### src/rtl/alu_pkg.sv
// rtl/alu_pkg.sv - shared opcodes, states, ACC mux selects and op classification for the accumulator controller (SINGLE_STEP_EN adds PAUSE)
package alu_pkg;

    // ALU opcodes; these values are shared with the combinational ALU
    localparam logic [3:0] OP_NOP  = 4'b0000;
    localparam logic [3:0] OP_ADD  = 4'b0001;
    localparam logic [3:0] OP_SUB  = 4'b0010;
    localparam logic [3:0] OP_NOR  = 4'b0011;
    localparam logic [3:0] OP_SHFR = 4'b1011;
    localparam logic [3:0] OP_SHFL = 4'b1100;

    // Controller-only opcodes
    localparam logic [3:0] OP_LDR  = 4'b0101;
    localparam logic [3:0] OP_STR  = 4'b0110;
    localparam logic [3:0] OP_LDI  = 4'b0111;
    localparam logic [3:0] OP_JMP  = 4'b1000;
    localparam logic [3:0] OP_JZ   = 4'b1001;
    localparam logic [3:0] OP_JC   = 4'b1010;
    localparam logic [3:0] OP_HLT  = 4'b1111;

    // ACC input mux selects
    localparam logic [1:0] ACC_SRC_ALU = 2'd0;
    localparam logic [1:0] ACC_SRC_REG = 2'd1;
    localparam logic [1:0] ACC_SRC_IMM = 2'd2;

    typedef enum logic [2:0] {
        S_IDLE,
        S_FETCH,
        S_DECODE,
        S_EXEC,
        S_ALU_WAIT,
        S_WB,
        S_HALT
`ifdef SINGLE_STEP_EN
        , S_PAUSE
`endif
    } state_e;

    typedef enum logic [2:0] {
        CLS_NOP,
        CLS_ALU,
        CLS_LOAD_REG,
        CLS_LOAD_IMM,
        CLS_STORE,
        CLS_JUMP,
        CLS_HALT
    } op_class_e;

    typedef enum logic [1:0] {
        JCOND_ALWAYS,
        JCOND_ZERO,
        JCOND_CARRY
    } jmp_cond_e;

    function automatic logic is_alu_op(input logic [3:0] op);
        return (op == OP_ADD) || (op == OP_SUB) || (op == OP_NOR) ||
               (op == OP_SHFR) || (op == OP_SHFL);
    endfunction

endpackage

### src/rtl/alu_ctrl_decode.sv
// rtl/alu_ctrl_decode.sv - combinational opcode classifier: op class and jump condition
module alu_ctrl_decode
    import alu_pkg::*;
(
    input  logic [3:0] opcode,
    output op_class_e  op_class,
    output jmp_cond_e  jmp_cond
);

    // Undefined opcodes fall through to CLS_NOP so they behave as NOP
    always_comb begin
        op_class = CLS_NOP;
        jmp_cond = JCOND_ALWAYS;
        if (is_alu_op(opcode)) begin
            op_class = CLS_ALU;
        end else begin
            case (opcode)
                OP_LDR:  op_class = CLS_LOAD_REG;
                OP_LDI:  op_class = CLS_LOAD_IMM;
                OP_STR:  op_class = CLS_STORE;
                OP_HLT:  op_class = CLS_HALT;
                OP_JMP: begin
                    op_class = CLS_JUMP;
                    jmp_cond = JCOND_ALWAYS;
                end
                OP_JZ: begin
                    op_class = CLS_JUMP;
                    jmp_cond = JCOND_ZERO;
                end
                OP_JC: begin
                    op_class = CLS_JUMP;
                    jmp_cond = JCOND_CARRY;
                end
                default: op_class = CLS_NOP;
            endcase
        end
    end

endmodule

### src/rtl/alu_ctrl_fsm.sv
// rtl/alu_ctrl_fsm.sv - multi-cycle controller for the 8-bit accumulator processor (SINGLE_STEP_EN adds step input and PAUSE state)
module alu_ctrl_fsm
    import alu_pkg::*;
#(
    parameter int PC_W         = 4,
    parameter int ALU_WAIT_CYC = 1
) (
    input  logic            clk,
    input  logic            rst_n,
    input  logic            start,
`ifdef SINGLE_STEP_EN
    input  logic            step,
`endif
    input  logic [7:0]      instr,
    input  logic            alu_zero_flag,
    input  logic            alu_carry_out,
    output logic [PC_W-1:0] pc,
    output logic            ir_load,
    output logic [3:0]      alu_select,
    output logic            acc_load,
    output logic [1:0]      acc_src_sel,
    output logic            reg_load,
    output logic [3:0]      reg_addr,
    output logic [7:0]      imm,
    output logic            zero_flag,
    output logic            carry_flag,
    output logic            busy,
    output logic            halted
);

    localparam int CNT_W = (ALU_WAIT_CYC > 1) ? $clog2(ALU_WAIT_CYC) : 1;

`ifdef SINGLE_STEP_EN
    localparam state_e DONE_STATE = S_PAUSE;
`else
    localparam state_e DONE_STATE = S_FETCH;
`endif

    state_e            state_q, state_d;
    logic [PC_W-1:0]   pc_q, pc_d;
    logic [7:0]        ir_q, ir_d;
    logic              zero_q, zero_d;
    logic              carry_q, carry_d;
    logic [3:0]        sel_q, sel_d;
    logic [CNT_W-1:0]  cnt_q, cnt_d;

    op_class_e         op_class;
    jmp_cond_e         jmp_cond;
    logic              jmp_taken;
    logic [PC_W-1:0]   pc_inc;
    logic [PC_W-1:0]   jmp_target;

    alu_ctrl_decode u_decode (
        .opcode   (ir_q[7:4]),
        .op_class (op_class),
        .jmp_cond (jmp_cond)
    );

    assign pc_inc     = pc_q + PC_W'(1);
    assign jmp_target = PC_W'(ir_q[3:0]);

    // Jump condition evaluated against the registered flags
    always_comb begin
        jmp_taken = 1'b0;
        case (jmp_cond)
            JCOND_ALWAYS: jmp_taken = 1'b1;
            JCOND_ZERO:   jmp_taken = zero_q;
            JCOND_CARRY:  jmp_taken = carry_q;
            default:      jmp_taken = 1'b0;
        endcase
    end

    // State and datapath-control registers; reset mid-instruction aborts it
    always_ff @(posedge clk or negedge rst_n) begin
        if (!rst_n) begin
            state_q <= S_IDLE;
            pc_q    <= '0;
            ir_q    <= '0;
            zero_q  <= 1'b0;
            carry_q <= 1'b0;
            sel_q   <= OP_NOP;
            cnt_q   <= '0;
        end else begin
            state_q <= state_d;
            pc_q    <= pc_d;
            ir_q    <= ir_d;
            zero_q  <= zero_d;
            carry_q <= carry_d;
            sel_q   <= sel_d;
            cnt_q   <= cnt_d;
        end
    end

    // Next-state and strobe generation; strobes are single-cycle by construction
    always_comb begin
        state_d     = state_q;
        pc_d        = pc_q;
        ir_d        = ir_q;
        zero_d      = zero_q;
        carry_d     = carry_q;
        sel_d       = sel_q;
        cnt_d       = cnt_q;
        ir_load     = 1'b0;
        acc_load    = 1'b0;
        acc_src_sel = ACC_SRC_ALU;
        reg_load    = 1'b0;

        case (state_q)
            S_IDLE: begin
                if (start) state_d = S_FETCH;
            end
            S_FETCH: begin
                ir_load = 1'b1;
                ir_d    = instr;
                state_d = S_DECODE;
            end
            S_DECODE: begin
                state_d = S_EXEC;
            end
            S_EXEC: begin
                case (op_class)
                    CLS_ALU: begin
                        sel_d   = ir_q[7:4];
                        cnt_d   = CNT_W'(ALU_WAIT_CYC - 1);
                        state_d = S_ALU_WAIT;
                    end
                    CLS_LOAD_REG: begin
                        acc_load    = 1'b1;
                        acc_src_sel = ACC_SRC_REG;
                        pc_d        = pc_inc;
                        state_d     = DONE_STATE;
                    end
                    CLS_LOAD_IMM: begin
                        acc_load    = 1'b1;
                        acc_src_sel = ACC_SRC_IMM;
                        pc_d        = pc_inc;
                        state_d     = DONE_STATE;
                    end
                    CLS_STORE: begin
                        reg_load = 1'b1;
                        pc_d     = pc_inc;
                        state_d  = DONE_STATE;
                    end
                    CLS_JUMP: begin
                        pc_d    = jmp_taken ? jmp_target : pc_inc;
                        state_d = DONE_STATE;
                    end
                    CLS_HALT: begin
                        state_d = S_HALT;
                    end
                    default: begin
                        pc_d    = pc_inc;
                        state_d = DONE_STATE;
                    end
                endcase
            end
            S_ALU_WAIT: begin
                if (cnt_q == '0) state_d = S_WB;
                else             cnt_d   = cnt_q - CNT_W'(1);
            end
            S_WB: begin
                acc_load    = 1'b1;
                acc_src_sel = ACC_SRC_ALU;
                zero_d      = alu_zero_flag;
                carry_d     = alu_carry_out;
                sel_d       = OP_NOP;
                pc_d        = pc_inc;
                state_d     = DONE_STATE;
            end
            S_HALT: begin
                state_d = S_HALT;
            end
`ifdef SINGLE_STEP_EN
            S_PAUSE: begin
                if (step) state_d = S_FETCH;
            end
`endif
            default: state_d = S_IDLE;
        endcase
    end

    assign pc         = pc_q;
    assign alu_select = sel_q;
    assign reg_addr   = ir_q[3:0];
    assign imm        = {4'b0000, ir_q[3:0]};
    assign zero_flag  = zero_q;
    assign carry_flag = carry_q;
    assign busy       = (state_q != S_IDLE) && (state_q != S_HALT);
    assign halted     = (state_q == S_HALT);

endmodule

### config.mk
export PLATFORM = sky130hd
export DESIGN_NAME = alu_ctrl_fsm
export DESIGN_NICKNAME = d
export VERILOG_FILES = /design/src/rtl/alu_pkg.sv /design/src/rtl/alu_ctrl_decode.sv /design/src/rtl/alu_ctrl_fsm.sv
export SDC_FILE = /design/constraint.sdc
export NUM_CORES = 1
export LEC_CHECK = 0
export ABC_AREA = 1
export CORE_MARGIN = 10
export CORE_UTILIZATION = 60
export DETAILED_ROUTE_END_ITERATION = 12
export DONT_BUFFER_PORTS = 1
export PLACE_DENSITY = 0.81
export SKIP_LAST_GASP = 1
export SLEW_MARGIN = 20
export SYNTH_ARGS = -nofsm -noshare
export SYNTH_HDL_FRONTEND = slang
export SYNTH_SLANG_ARGS = --single-unit
### constraint.sdc
create_clock -name clk -period 2.2 [get_ports clk]
set_clock_uncertainty 0.2 [all_clocks]
set_input_delay 0.22 -clock clk [delete_from_list [all_inputs] [get_ports clk]]
set_output_delay 0.22 -clock clk [all_outputs]
set_load 0.02 [all_outputs]
==> key figures <==
Flow run
  – Max-Cap Viols: 0

STA
  – Unrepaired setup endpoints after global routing: no
  – Finish-stage setup viols: 0
  – Final Hold Viols: 0
  – Slew Viols, Final: 0
  – Relative slew margins: 39.6%
  – Setup TNS: 0 ns
  – Fin crit period: around 2 ns
  – Slew @ Worst Pin: about 0.90 ns
  – Period utilization: 91.0%
  – FMAX: 499 MHz
  – Final WS setup: a little under 0.2 ns

Synthesis
  – Count of cell types in the netlist: 26
  – Mapped Area: around 1300 um2
  – Mapped Cells: ~150
  – Synth warn: 0
  – Sequential area share after synthesis: a little over two fifths
  – FF+latch count, synth: 21
  – Mean Syn Cell Area: between 8 and 9 um2

Critical path
  – Critical Path AT: 1.58 ns
  – CP startpoint: state_q[1]
  – Crit. End Element: output pin
  – Most frequent CP cell: inv_2
  – Critical-path cell list: inv_2, nand2_1, nor2_4, inv_2, o21ai_0, buf_4
  – Worst Setup Path Type: flop to output pin
  – Worst Path Required: roughly 1.8 ns
  – Delay of the slowest cell on the worst path: between 0.4 and 0.5 ns
  – FF-to-FF Start: ir_q[5]
  – CP max stage cell: dfrtp_1
  – Critical path startpoint category: flop
  – Worst Path Max Fanout: 8

Final layout
  – Post-layout util: a little over two thirds
  – Filler cells: 153
  – Ratio of cells with drive above 1 in the final layout: 18.4%
  – N_diodes: 0
  – Area Overhead vs Synth: 10.1%
  – Fin cells: 190
  – # nets final: ~180

Clock tree
  – CTS H-tree lvls: 1
  – Root buf cell: clkbuf_4
  – CTS Buf Count: 3
  – Clock transition at path regs: ~0.12 ns
  – Worst-Skew Late Latency: 0.31 ns
  – Clk buf depth: 2
  – CTS tree: yes
  – CTS Sinks: 21

Power
  – P_leak: just under 0.0007 uW
  – Power per cell area: between 1500 and 2000 nW/um2
  – Peak supply drop: roughly 1000 uV

Global routing
  – GR Util All Layers: between 10% and 20%
  – Gr busiest metal: met2
  – Routing usage on met1: 15.1%
  – Largest net degree at the start of global routing: 22
  – Met3 GRT Util: about 4.7%
  – Grt total ovfl: 0
  – Vias in the first global route: a little over 1,000
  – Initial antenna violation count: 0
  – First-pass GRT wire length: 4660 um
  – Met2 usage: between 20% and 30%

Routing
  – Vias/cell: between 5 and 6
  – Vias post-DR: slightly below 1,000
  – DRT Wirelength: 2700 um
  – Routed Antenna Nets: 0
  – Drt pass-1 iters: 4
  – # DRC: 0
  – Routed wire per std cell: between 10 and 15 um
  – Detailed Route Iter0 Violations: 26

Placement
  – Global placement routability congestion: between 0.8 and 0.9
  – Pre-CTS setup slack: 0.542 ns
  – Number of port buffers: 0
  – Dpl cells: around 170
  – Post-detail-place hpwl: ~2100 um

Min path
  – HP Class: primary input to asynchronous set/reset pin

Die
  – Die height: about 66 um
  – FP Rows: 16
  – Total die area: roughly 4300 um2
  – Core Box Area: between 1500 and 2000 um2
  – I/O pins: 42
  – Die W: about 66 um
  – Initial Util: 63.6%

Status
  – Status: complete, no violations
[worst paths after layout]
check,depth (start not counted),to,slack [ns]
worst max-delay path,6,acc_load,0.20
worst min-delay path,1,ir_q[6],0.27
worst max register to register,8,pc[1],0.61
worst min register to register,1,state_q[2],0.34
max in group asynchronous,1,alu_select[3],0.97
min in group clk,1,state_q[2],0.34
[critical path: cells and delay by family (launching register included)]
family / cells / cell delay, ns
buf+inv: 3 / 0.37
flops: 1 / 0.47
simple gates: 2 / 0.34
compound gates: 1 / 0.10
[per-stage QoR]
step                      hold slack, ns  cell area [um2]  total power [uW]
final                              0.271             1390              2150
after global routing               0.328             1390              2360
after CTS                          0.308             1390              2170
after detailed placement          -0.275             1240              1950
after global placement            -0.275             1240              1910
after floorplan                   -0.276             1270              1840
[Yosys cell counts]
cell      number  area share [%]
o21ai_2        1            0.69
clkinv_1       1            0.30
o21ai_0        5             2.0
buf_4         12             7.1
nand2_1       49              15
nand2_2        2            0.99
nand3_1       14             5.6
nor3_2         1            0.79
o211ai_1       1            0.60
nor2_4         4             3.6
ha_1           1            0.99
inv_2          6             1.8
nand3_4        1             1.4
nor2_1        10             3.0
o21ai_4        3             3.9
nand2_4        3             2.7
buf_2          1            0.40
nand4_1        1            0.50
nor2_8         1             1.6
conb_1         1            0.30
dfrtp_1       21              42
inv_1          5             1.5
xor2_1         1            0.69
o21ai_1        5             2.0
xnor2_1        1            0.69
nor3_1         2            0.79
[per-layer routing]
layer	routed length, um	vias to the layer above
li1	-	496
met1	1130	444
met2	1290	33
met3	234	6
met4	46	0
met5	0	-
[layout by cell type, fill, tap and decap left out, types with 2 or more instances in the layout]
cell type / n
clkbuf_4: 3
nand2_1: 49
inv_2: 6
nand2_2: 2
buf_4: 4
nand3_1: 14
nand2_4: 3
nor2_1: 10
inv_1: 5
dfrtp_1: 21
dlygate4sd3_1: 12
o21ai_4: 3
conb_1: 4
o21ai_1: 5
nor3_1: 2
nor2_4: 4
o21ai_0: 5
[area by class of cell]
cell class | instances | area (um2) | area share [%]
Multi-Input combinational cell | 110 | 607 | 43.7
Tap cell | 27 | 33.8 | 2.43
Clock buffer | 3 | 22.5 | 1.62
Inverter | 12 | 45.0 | 3.24
Sequential cell | 21 | 526 | 37.8
Timing Repair Buffer | 16 | 150 | 10.8
Clock inverter | 1 | 5.00 | 0.360
[cell families after synthesis]
logic type | Yosys count | synth area share (%)
other | 1 | 0.297
AOI/OAI and AO/OA | 15 | 9.13
xor gates and xnor gates | 2 | 1.39
DFF | 21 | 41.7
and+or+nand+nor | 88 | 35.4
buffers and inverters | 25 | 11.1
adders and majority gates | 1 | 0.992
[power breakdown]
part	leakage [uW]	internal, uW	switching, uW
registers	0.000264	558	418
logic	0.000406	349	640
clock network	0.0000177	67.9	116
total	0.000687	975	1170
[registers in the layout, summed over array words and instances, names as in the netlist]
name,flops
ir_q,8
carry_flag,1
state_q,3
zero_flag,1
alu_select,4
pc,4
[timing repair]
action	CTS	global route
buffers inserted	0	0
endpoints found under the setup margin	0	0
resized for setup	0	0
hold endpoints to repair	32	0
hold buffers	12	0
(Power assumes the default switching activity.)
